[config.mk]
export PLATFORM = sky130hd
export DESIGN_NAME = fetch_unit
export DESIGN_NICKNAME = d
export VERILOG_FILES = /design/src/rtl/fetch_pkg.sv /design/src/rtl/fetch_holdbuf.sv /design/src/rtl/fetch_unit.sv
export SDC_FILE = /design/constraint.sdc
export NUM_CORES = 1
export LEC_CHECK = 0
export ABC_AREA = 0
export CAP_MARGIN = 25
export CELL_PAD_IN_SITES_DETAIL_PLACEMENT = 1
export CELL_PAD_IN_SITES_GLOBAL_PLACEMENT = 1
export CORE_AREA = 2 2 371 189
export DETAILED_ROUTE_END_ITERATION = 12
export DIE_AREA = 0 0 373 191
export HOLD_SLACK_MARGIN = 0.1
export PLACE_DENSITY_LB_ADDON = 0.1
export SYNTH_ARGS = -nofsm -noshare
export SYNTH_HDL_FRONTEND = slang
export SYNTH_SLANG_ARGS = --single-unit
[constraint.sdc]
create_clock -name clk -period 3.3 [get_ports clk]
set_input_delay 0.825 -clock clk [delete_from_list [all_inputs] [get_ports clk]]
set_output_delay 0.825 -clock clk [all_outputs]
set_load 0.01 [all_outputs]
[src/rtl/fetch_pkg.sv]
// Shared fetch-stage types: machine words, instruction words, the IF/ID
// pipeline register layout and the fetch FSM state encoding.
package fetch_pkg;

    typedef logic [63:0] word_t;
    typedef logic [31:0] inst_t;

    localparam word_t DEFAULT_RESET_PC = 64'h8000_0000;

    // Register handed to decode; inst_counter is the sequence number of the
    // word among all delivered words (always zero when counting is disabled).
    typedef struct packed {
        inst_t inst;
        word_t inst_pc;
        logic  valid;
        word_t inst_counter;
    } if_id;

    typedef enum logic [1:0] {
        IDLE,
        REQ,
        HOLD,
        FLUSH
    } fetch_state_t;

    // Sequential fetch step; 64-bit wrap is intentional.
    function automatic word_t next_pc(input word_t pc);
        return pc + 64'd4;
    endfunction

endpackage

[src/rtl/fetch_holdbuf.sv]
// Single-entry {inst, pc} buffer that parks a returned word while decode is
// stalled, so the bus transaction can complete without being reissued.
module fetch_holdbuf
    import fetch_pkg::*;
(
    input  logic  clk,
    input  logic  reset,
    input  logic  load,
    input  logic  clear,
    input  inst_t inst_in,
    input  word_t pc_in,
    output logic  valid,
    output inst_t inst,
    output word_t pc
);

    // Load has priority: a word cannot arrive and be consumed in the same cycle.
    always_ff @(posedge clk) begin
        if (reset) begin
            valid <= 1'b0;
            inst  <= '0;
            pc    <= '0;
        end else if (load) begin
            valid <= 1'b1;
            inst  <= inst_in;
            pc    <= pc_in;
        end else if (clear) begin
            valid <= 1'b0;
        end
    end

endmodule

[src/rtl/fetch_unit.sv]
// Instruction-fetch stage: one outstanding bus request, registered IF/ID
// output with stall hold and redirect flush.
// Optional feature: define FETCH_INST_COUNTER_EN to number delivered words
// in if_id_state.inst_counter; otherwise the field is tied to zero.
module fetch_unit
    import fetch_pkg::*;
#(
    parameter word_t RESET_PC = DEFAULT_RESET_PC
) (
    input  logic        clk,
    input  logic        reset,
    output logic        ireq_valid,
    output logic [63:0] ireq_addr,
    input  logic        iresp_data_ok,
    input  logic [31:0] iresp_data,
    input  logic        stall,
    input  logic        redirect_valid,
    input  logic [63:0] redirect_pc,
    output if_id        if_id_state,
    output logic        busy
);

    fetch_state_t state;
    word_t        pc;        // next fetch target on the current path
    word_t        req_addr;  // address of the outstanding request (old path while flushing)
    logic         req_vld;
    if_id         if_id_q;
    word_t        cnt_cur;

    logic  hb_load, hb_clear, hb_valid;
    inst_t hb_inst;
    word_t hb_pc;

    logic load_resp, load_held;

    // A response goes straight to decode only if nothing is blocking it;
    // a held word is released as soon as the stall drops.
    assign load_resp = (state == REQ) && iresp_data_ok && !redirect_valid && !stall;
    assign load_held = (state == HOLD) && hb_valid && !redirect_valid && !stall;
    assign hb_load   = (state == REQ) && iresp_data_ok && !redirect_valid && stall;
    assign hb_clear  = (state == HOLD) && (redirect_valid || !stall);

    fetch_holdbuf u_holdbuf (
        .clk     (clk),
        .reset   (reset),
        .load    (hb_load),
        .clear   (hb_clear),
        .inst_in (iresp_data),
        .pc_in   (pc),
        .valid   (hb_valid),
        .inst    (hb_inst),
        .pc      (hb_pc)
    );

`ifdef FETCH_INST_COUNTER_EN
    word_t inst_cnt;

    // Count only words that actually reach decode; dropped words never load.
    always_ff @(posedge clk) begin
        if (reset)
            inst_cnt <= '0;
        else if (load_resp || load_held)
            inst_cnt <= inst_cnt + 64'd1;
    end

    assign cnt_cur = inst_cnt;
`else
    assign cnt_cur = '0;
`endif

    // Fetch FSM: PC tracking, request issue and flush of stale responses.
    always_ff @(posedge clk) begin
        if (reset) begin
            state    <= IDLE;
            pc       <= RESET_PC;
            req_addr <= RESET_PC;
            req_vld  <= 1'b0;
        end else begin
            case (state)
                IDLE: begin
                    state   <= REQ;
                    req_vld <= 1'b1;
                    if (redirect_valid) begin
                        pc       <= redirect_pc;
                        req_addr <= redirect_pc;
                    end else begin
                        req_addr <= pc;
                    end
                end
                REQ: begin
                    if (redirect_valid) begin
                        pc <= redirect_pc;
                        // Bus is free again if the response landed this cycle;
                        // otherwise the old request must be drained first.
                        if (iresp_data_ok)
                            req_addr <= redirect_pc;
                        else
                            state <= FLUSH;
                    end else if (iresp_data_ok) begin
                        if (stall) begin
                            state   <= HOLD;
                            req_vld <= 1'b0;
                        end else begin
                            pc       <= next_pc(pc);
                            req_addr <= next_pc(pc);
                        end
                    end
                end
                HOLD: begin
                    if (redirect_valid) begin
                        state    <= REQ;
                        req_vld  <= 1'b1;
                        pc       <= redirect_pc;
                        req_addr <= redirect_pc;
                    end else if (!stall) begin
                        state    <= REQ;
                        req_vld  <= 1'b1;
                        pc       <= next_pc(hb_pc);
                        req_addr <= next_pc(hb_pc);
                    end
                end
                FLUSH: begin
                    if (redirect_valid) begin
                        pc <= redirect_pc;
                        if (iresp_data_ok) begin
                            state    <= REQ;
                            req_addr <= redirect_pc;
                        end
                    end else if (iresp_data_ok) begin
                        state    <= REQ;
                        req_addr <= pc;
                    end
                end
                default: begin
                    state   <= IDLE;
                    req_vld <= 1'b0;
                end
            endcase
        end
    end

    // IF/ID register: redirect flushes, loads deliver, stall freezes, else bubble.
    always_ff @(posedge clk) begin
        if (reset) begin
            if_id_q <= '0;
        end else if (redirect_valid) begin
            if_id_q.valid <= 1'b0;
        end else if (load_resp) begin
            if_id_q <= '{inst: iresp_data, inst_pc: pc, valid: 1'b1, inst_counter: cnt_cur};
        end else if (load_held) begin
            if_id_q <= '{inst: hb_inst, inst_pc: hb_pc, valid: 1'b1, inst_counter: cnt_cur};
        end else if (!stall) begin
            if_id_q.valid <= 1'b0;
        end
    end

    assign ireq_valid  = req_vld;
    assign ireq_addr   = req_addr;
    // A request is outstanding exactly in REQ and FLUSH.
    assign busy        = req_vld;
    assign if_id_state = if_id_q;

endmodule

# Word level (Yosys, flattened, before mapping)
# Cells that the tools add are included.
totals:
  reg_bits: 389
  inputBits: 101
  out_inout_bits: 227
  word_cells: 83
classes:
  add_sub_neg: 2
  eq_ne: 14
  n_mux: 33
  bitwise: 1
  n_reduce_logical: 22
op_table:
  columns: ["op", "count"]
  rows:
  - ["2-to-1 mux 64 bit", 11]
  - ["case mux 64 bit (4 select lines)", 1]
  - ["case mux 64 bit (3 select lines)", 1]
  - ["2-to-1 mux 161 bit", 1]
  - ["adder 64 x 3 -> 64 bit, second input constant", 2]
  - ["2-to-1 mux 96 bit", 1]
  - ["inequality test 3 bit, second input constant", 6]
  - ["2-to-1 mux 2 bit", 7]
  - ["AND reduction 5 bit", 2]
  - ["2-to-1 mux 1 bit", 9]
  - ["logical AND 1 bit", 8]
  - ["inequality test 2 bit, second input constant", 4]
  - ["case mux 2 bit (4 select lines)", 1]
  - ["equality test 2 bit, second input constant", 2]
  - ["AND reduction 4 bit", 1]
  - ["nonzero test 2 bit", 2]
  - ["OR reduction 2 bit", 2]
  - ["inequality test 3 x 1 -> 1 bit, second input constant", 1]
  - ["case mux 1 bit (3 select lines)", 1]
  - ["AND reduction 3 bit", 1]
  - ["nonzero test 3 bit", 1]
  - ["equality test 2 x 1 -> 1 bit, second input constant", 1]
  - ["zero test 1 bit", 2]
  - ["zero test 2 bit", 1]
  - ["other kinds (3)", 3]

# Logic depth before layout (Yosys ltp)
# Gate-level depths: netlist (run 1).
logic_depth:
  depth_word: 6
  depth_mapped: 12
  ltp_nobuf: 9

# Modules after synthesis
# A second synthesis (run 1) with hierarchy kept.
hier_totals:
  cells_unflattened: 2914
  hier_area_um2: 21754.6
by_module_without_submodules:
  columns: ["module", "instances", "cells_per_inst", "area_per_inst_um2", "seq_area_each_um2"]
  rows:
  - ["fetch_unit", 1, 2600, 18316.3, 4564.4]
  - ["fetch_holdbuf", 1, 314, 3438.3, 1941.9]

# Worst setup path before layout (run 1)
# No wires, ideal clock.
synth_path:
  kind: "input to register"
  start: "in redirect_valid"
  end: "reg pc[0]"
  setup_time_ps: 65
  t_arrival_ps: 2882
  t_required_ps: 3235
  slack_ps: 353
  stages: 10
  path_buffers: 6
  path_cell_list: "clkbuf_1 buf_2 clkbuf_1 clkbuf_1 buf_1 clkbuf_1 o21ai_0 o22ai_1 mux2i_1 nor2_1"
synth_via:
  elab_chain_cells: 2
  word_cells_on_any_way: 8
  classes_between: "3 x eq/ne; 4 x mux; 1 x reduce/logical"
synth_lines:
  columns: ["element", "line", "text"]
  rows:
  - ["from (decl)", "fetch_unit.sv:17", "input logic redirect_valid,"]
  - ["inequality test 3 bit (no source line) (tied with other cells)", null, null]
  - ["AND reduction 3 bit (no source line) or case mux 64 bit (3 select lines) (tied branches)", null, null]
  - ["to (signal assigned)", "fetch_unit.sv:84", "pc <= redirect_pc;"]
  - ["to (signal assigned)", "fetch_unit.sv:92", "pc <= redirect_pc;"]
  - ["to (signal assigned)", "fetch_unit.sv:104", "pc <= next_pc(pc);"]
  - ["to (decl)", "fetch_unit.sv:24", "word_t pc;"]
# Parallel ways exist; a longest one is shown, timed or not.
# A chain may end at the register's enable or synchronous reset.

# Worst setup path in the final report (run 1)
layout_path:
  start: "reg pc[12]"
  end: "reg req_addr[27] (netlist: ireq_addr[27])"
layout_via:
  elab_chain_cells: 5
layout_lines:
  columns: ["element", "line", "text"]
  rows:
  - ["adder 64 x 3 -> 64 bit", "fetch_pkg.sv:28", "return pc + 64'd4;"]
  - ["2-to-1 mux 64 bit", "fetch_unit.sv:100", "if (stall) begin"]
  - ["2-to-1 mux 64 bit", "fetch_unit.sv:99", "end else if (iresp_data_ok) begin"]
  - ["2-to-1 mux 64 bit", "fetch_unit.sv:91", "if (redirect_valid) begin"]
  - ["case mux 64 bit (4 select lines)", "fetch_unit.sv:79", "case (state)"]
  - ["to (signal assigned)", "fetch_unit.sv:85", "req_addr <= redirect_pc;"]
  - ["to (signal assigned)", "fetch_unit.sv:96", "req_addr <= redirect_pc;"]
  - ["to (signal assigned)", "fetch_unit.sv:105", "req_addr <= next_pc(pc);"]
  - ["to (decl)", "fetch_unit.sv:25", "word_t req_addr;"]
# Every way passes these cells. The select of a mux whose other input is x is not followed.

==> impl_metrics.ini, run 1 <==
[route]
dr_total_vias = 26055
final_antenna_net_count = 0
routed_via_density = 6.126
drtIter0Drc = 3183
detailedRoute.firstPassIterationCount = 5
drt_wl_total_um = 124100
wl_per_cell_um = 29.17
detail_route.drc_violations = 0

[worst_setup_path]
timing.setup.critical_path_class = flip-flop to flip-flop
crit_path_cell_trace = nand3_1 -> or4_1 -> nor3_1 -> nand3_1 -> or4b_2 -> nand3_1 -> a311oi_1
cpMaxStageDelayCell = sky130_fd_sc_hd__or4_1
r2r-start = pc[12]
r2r-end = ireq_addr[27]
critical-path-top-cell-by-count = sky130_fd_sc_hd__nand3_1
worst-path-max-fanout = 9
worst_setup_path_endpoint = ireq_addr[27]
crit_arrival_ns = 3.67
timing.critical_path.to_type = flip-flop
critPathLaunch = pc[12]
start_kind = flip-flop
worst_r2r_path_cells = 7
flop2flop_setup_slack_ns = 0.05
cp_slowest_stage_delay_ns = 0.71
cp.required_ns = 3.72

[hold_path]
hp-class = flip-flop to flip-flop

[yosys]
yosys_warnings = 0
async_set_or_reset_register_ratio_after_synthesis_pct = 0
syn_inst = 3012
most_common_library_cells_after_synthesis = sky130_fd_sc_hd__nand2_1, sky130_fd_sc_hd__dfxtp_1, sky130_fd_sc_hd__a21oi_1, sky130_fd_sc_hd__clkbuf_1, sky130_fd_sc_hd__nor2_1
synthFlopType = sky130_fd_sc_hd__dfxtp_1
syn_avg_cell_area_um2 = 7.169
synth_top_cell_by_area = sky130_fd_sc_hd__dfxtp_1
synth_largest_type_area_fraction_pct = 30.13
top_cells_by_area_synth = sky130_fd_sc_hd__dfxtp_1, sky130_fd_sc_hd__nand2_1, sky130_fd_sc_hd__a21oi_1
synth_edf_count = 0
yosys.cell_count.top_type = sky130_fd_sc_hd__nand2_1
synth_cell_types = 89
yosys_register_bits = 325
register_area_share_after_synthesis_pct = 30.13
netlist_area_um2 = 21590

[floorplan]
core_footprint_um2 = 68150
ioPinCount = 328
die_y_um = 191
rows = 68
fp.dieArea_um2 = 71240
initial_core_utilization_pct = 31.69
die_w_um = 373

[outcome]
run_status = finished, final reports clean

[flow_run]
drv.max_cap_violation_count = 0

[timing]
fin_worst_skew_ns = 0.02002
post-route-min-period_ns = 3.249
grt_setup_unrepaired = false
setup_viol_count_final = 0
fmax_mhz = 307.8
worst_slack_ns = 0.05105
timing_worst_slew_pin_value_ns = 1.121
finalCritPeriodShare_pct = 98.45
finalHoldViolCount = 0
max_slew_margin_pct = 24.98
timing.final.max_slew_violations = 0

[clock_tree]
hold_buffers = 0
cts-resized-gates = 0
worst_skew_pair.late_latency_ns = 0.59
clkTransAtPathRegs_ns = 0.07
tritoncts = built
library_cell_used_as_clock_root_buffer = sky130_fd_sc_hd__clkbuf_16
cts_buffers = 38
cts_buffer_depth = 3
number_of_clock_sinks = 325
cts_max_level = 2
buffers_inserted_by_post_cts_timing_repair = 0

[final_layout]
fillerInstances = 8329
finalNetCount = 3423
layout-drive-gt1-share_pct = 13.08
flow.area_growth_from_synthesis_pct = 29.34
final_design_area_no_fill_um2 = 27930

[power_and_ir_drop]
power.static_leakage_nw = 9.817
worst_ir_drop_vdd_mv = 0.2771
areal_power_density_over_the_cells_nw_per_um2 = 525.9

[global_routing]
antenna_violations_before_repair = 5
grt_start_max_net_pins = 157
globalRouteOverflowTotal = 0
grt_use_total_pct = 33.71
grt_pass1_wl_um = 179200
grt_pass1_vias = 25264

[placed_design]
count_of_input_and_output_buffers = 263
detailedPlacementHpwl_um = 91010
dp_slack_ns = -0.08371
placedInstanceArea_um2 = 26660
globalplace.congestion = 0.9859
[area by class of cell]
class                           instances  area [um^2]  area share, %
Multi-Input combinational cell       2346        13610          48.74
Inverter                               36        135.1         0.4838
Sequential cell                       325         6506          23.30
Clock buffer                           53         1079          3.862
Tap cell                              910         1139          4.077
Clock inverter                         13        175.2         0.6272
Timing Repair Buffer                  568         5278          18.90
Antenna cell                            2        5.005        0.01792
[kinds of logic after synthesis]
logic type	synth area share [%]
other	0.01737
multiplexers	4.421
XOR/XNOR	3.164
buffers and inverters	8.430
AO/OA/AOI/OAI	28.04
flip-flops	30.13
AND/OR/NAND/NOR	25.39
adder cells (fa/ha/maj)	0.4056
[critical path: cells and delay by family, from the launching register on]
| family | cells | cell delay [ns] |
|---|---|---|
| simple gates | 6 | 2.43 |
| compound gates | 1 | 0.08 |
| flops | 1 | 0.56 |
[routing by layer]
layer  vias up  global-route usage, %  share of wire (%)
met5         -                      0              0.028
met4         6                  7.989                2.2
met3       192                  9.546                 11
met2      1353                  46.73                 39
met1     13099                  50.31                 48
li1      11405                      -                  -
[where the power goes]
| part | switching (W) | internal [W] | leakage (nW) |
|---|---|---|---|
| Combinational | 0.00323 | 0.00200 | 6.55 |
| Sequential | 0.000515 | 0.00435 | 2.65 |
| Clock | 0.00200 | 0.00260 | 0.616 |
| Total | 0.00574 | 0.00895 | 9.82 |
[flip-flops by register name, summed over array words and instances (netlist names)]
name,count
busy,1
if_id_state,97
ireq_addr,64
pc,64
state,2
u_holdbuf.inst,32
u_holdbuf.pc,64
u_holdbuf.valid,1
[placed cells by master (no fill, tap or decap), types with 48 or more instances in the layout]
cell	n
sky130_fd_sc_hd__clkdlybuf4s50_1	260
sky130_fd_sc_hd__a21oi_1	278
sky130_fd_sc_hd__dfxtp_1	325
sky130_fd_sc_hd__buf_4	278
sky130_fd_sc_hd__mux2i_1	65
sky130_fd_sc_hd__nand3_1	77
sky130_fd_sc_hd__nand4_1	58
sky130_fd_sc_hd__o21ai_0	162
sky130_fd_sc_hd__nand2_1	577
sky130_fd_sc_hd__nor2_1	241
sky130_fd_sc_hd__a311oi_1	104
sky130_fd_sc_hd__conb_1	64
sky130_fd_sc_hd__xnor2_1	48
[how the worst min path moves through the flow]
stage,start,endpoint,cells after the start
finish,u_holdbuf.inst[27],u_holdbuf.inst[27],2
global route,u_holdbuf.inst[1],u_holdbuf.inst[1],2
CTS,u_holdbuf.inst[14],u_holdbuf.inst[14],2
detailed placement,u_holdbuf.inst[14],u_holdbuf.inst[14],2
global placement,u_holdbuf.inst[24],u_holdbuf.inst[24],2
floorplan,u_holdbuf.inst[0],u_holdbuf.inst[0],2
[metrics by stage]
stage	instances	hold slack, ns	setup TNS, ns	total power (W)	util (%)
6_report	4253	0.4584	0	0.01469	40.98
5_1_grt	4251	0.4824	0	0.01521	40.97
4_1_cts	4251	0.4589	0	0.01459	40.97
3_5_place_dp	4185	0.4506	-0.7763	0.009985	39.13
3_3_place_gp	4185	0.4419	0	0.009861	39.13
2_1_floorplan	3075	0.4366	0	0.007419	-
(Power assumes the default switching activity.)
==> run 2, diff against run 1 <==
--- a/config.mk
+++ b/config.mk
@@ -12,8 +12,8 @@
 export CORE_AREA = 2 2 371 189
 export DETAILED_ROUTE_END_ITERATION = 12
 export DIE_AREA = 0 0 373 191
-export HOLD_SLACK_MARGIN = 0.1
 export PLACE_DENSITY_LB_ADDON = 0.1
+export RECOVER_POWER = 25
 export SYNTH_ARGS = -nofsm -noshare
 export SYNTH_HDL_FRONTEND = slang
 export SYNTH_SLANG_ARGS = --single-unit
==> impl_metrics.ini, run 2 (synthesis gave the netlist of run 1 again) <==
[timing]
timing_worst_slew_pin_value_ns = 1.166
fin_worst_skew_ns = 0.01735
timing.final.max_slew_violations = 0
grt_setup_unrepaired = false
post-route-min-period_ns = 3.280
setup_viol_count_final = 0
fmax_mhz = 304.9
finalCritPeriodShare_pct = 99.40
worst_slack_ns = 0.01972
finalHoldViolCount = 0
whs_ns = 0.4576
max_slew_margin_pct = 21.98

[final_layout]
final_common_cell = sky130_fd_sc_hd__nand2_1
max_ffs_per_register = 97
final_cell_count_no_fill = 4254
flow.area_growth_from_synthesis_pct = 29.32
finalNetCount = 3423
postLayoutCoreUtil_pct = 40.98
most_used_cells_in_the_layout_excluding_fill_and_tap_cells = sky130_fd_sc_hd__nand2_1, sky130_fd_sc_hd__dfxtp_1, sky130_fd_sc_hd__a21oi_1
layout-drive-gt1-share_pct = 13.02

[route]
dr_total_vias = 26087
drtIter0Drc = 3098
final_antenna_net_count = 0
wl_per_cell_um = 29.22
detail_route.drc_violations = 0
drt_wl_total_um = 124300
detailedRoute.firstPassIterationCount = 6
routed_via_density = 6.132

[worst_setup_path]
r2r-start = pc[12]
worst_r2r_path_cells = 7
flop2flop_setup_slack_ns = 0.02
cp.required_ns = 3.72
start_kind = flip-flop
timing.critical_path.to_type = flip-flop
crit_arrival_ns = 3.70
timing.setup.critical_path_class = flip-flop to flip-flop
worst-path-max-fanout = 9
r2r-end = ireq_addr[27]

[global_routing]
antenna_violations_before_repair = 5
grt_use_total_pct = 33.71
globalRouteOverflowTotal = 0
busiest_layer = met1
global_route.usage.met2_pct = 46.73
groute.layer.met3.usage_pct = 9.546
grt_pass1_wl_um = 179200
grt_start_max_net_pins = 157
grt_use_met1_pct = 50.31
grt_pass1_vias = 25264

[outcome]
run_status = finished, final reports clean

[placed_design]
dp_slack_ns = -0.08371
detailedPlacementHpwl_um = 91010
dp.cells = 4185
globalplace.congestion = 0.9859
count_of_input_and_output_buffers = 263

[clock_tree]
cts_buffer_depth = 3
cts_max_level = 2
tritoncts = built
number_of_clock_sinks = 325
clkTransAtPathRegs_ns = 0.07
worst_skew_pair.late_latency_ns = 0.59
hold_buffers = 0
library_cell_used_as_clock_root_buffer = sky130_fd_sc_hd__clkbuf_16
cts_buffers = 38

[hold_path]
worst_hold_path.endpoint = u_holdbuf.inst[27]
worst_hold_path.num_cells = 2
startpoint_of_the_tightest_hold_check_path = u_holdbuf.inst[27]
hp-class = flip-flop to flip-flop

[floorplan]
initial_core_utilization_pct = 31.69
fp.dieArea_um2 = 71240
rows = 68
die_w_um = 373
die_y_um = 191
ioPinCount = 328
core_footprint_um2 = 68150

[power_and_ir_drop]
worst_ir_drop_vdd_mv = 0.2765
fraction_of_power_consumed_by_combinational_cells_pct = 35.4
swShare_pct = 39.22
p_seq_share_pct = 33.2
power.clock.fraction_pct = 31.4
areal_power_density_over_the_cells_nw_per_um2 = 523.9
cell_internal_pwr_w = 0.008892
net-switching-power_w = 0.005738
power.static_leakage_nw = 10.18

[flow_run]
drv.max_cap_violation_count = 0
## run 2: cell types whose count changed in the layout (fill, tap and decap cells not counted), sizes merged
cell	previous run	this run
clkdlybuf4s50	260	142
dlygate4sd3	0	118
buf	306	305
clkbuf	55	56
diode	2	3
## run 2: routing by layer
metal,up-vias,part of all wire (%)
met3,182,11
met1,13168,48
li1,11409,-
met5,-,0
met2,1328,39
met4,0,2.2
## run 2: worst max-delay path, stage by stage, from the launching register on
cell	delay [ns]
sky130_fd_sc_hd__dfxtp_1	0.58
sky130_fd_sc_hd__nand3_1	0.25
sky130_fd_sc_hd__or4_1	0.71
sky130_fd_sc_hd__nor3_1	0.44
sky130_fd_sc_hd__nand3_1	0.28
sky130_fd_sc_hd__or4b_2	0.66
sky130_fd_sc_hd__nand3_1	0.10
sky130_fd_sc_hd__a311oi_1	0.08
## run 2: worst max-delay path by stage
stage	start	to	slack [ns]	depth (start not counted)
after floorplan	redirect_valid	pc[0]	0.35	10
after global placement	stall	ireq_addr[37]	0.02	9
after detailed placement	stall	if_id_state[136]	-0.08	10
after CTS	pc[12]	ireq_addr[54]	0.13	8
after global routing	pc[10]	ireq_addr[58]	0.02	8
final	pc[12]	ireq_addr[27]	0.02	7
## run 2: what timing repair did
action	4_1_cts	5_1_grt
resized for setup	0	1
setup endpoints to repair	0	2
setup buffers	0	0
## run 2: area by class of cell
cell class | count | area, um^2
Clock buffer | 53 | 1079
Fill cell | 8328 | 40220
Tap cell | 910 | 1139
Antenna cell | 3 | 7.507
Sequential cell | 325 | 6506
Multi-Input combinational cell | 2346 | 13610
Clock inverter | 13 | 175.2
Inverter | 36 | 135.1
Timing Repair Buffer | 568 | 5274
## run 2: power by group through the flow
stage,Sequential (W),Combinational [W],Clock [W]
floorplan,0.00477,0.00264,0
global placement,0.00491,0.00495,0
detailed placement,0.00493,0.00506,0
CTS,0.00485,0.00509,0.00466
global route,0.00490,0.00546,0.00479
finish,0.00486,0.00518,0.00459
## run 2: stage by stage
stage,total power [W],TNS [ns],cell area [um^2]
after global placement,0.009861,0,26660
after CTS,0.01459,0,27920
after floorplan,0.007419,0,21830
after global routing,0.01516,0,27920
after detailed placement,0.009985,-0.7763,26660
final,0.01463,0,27930
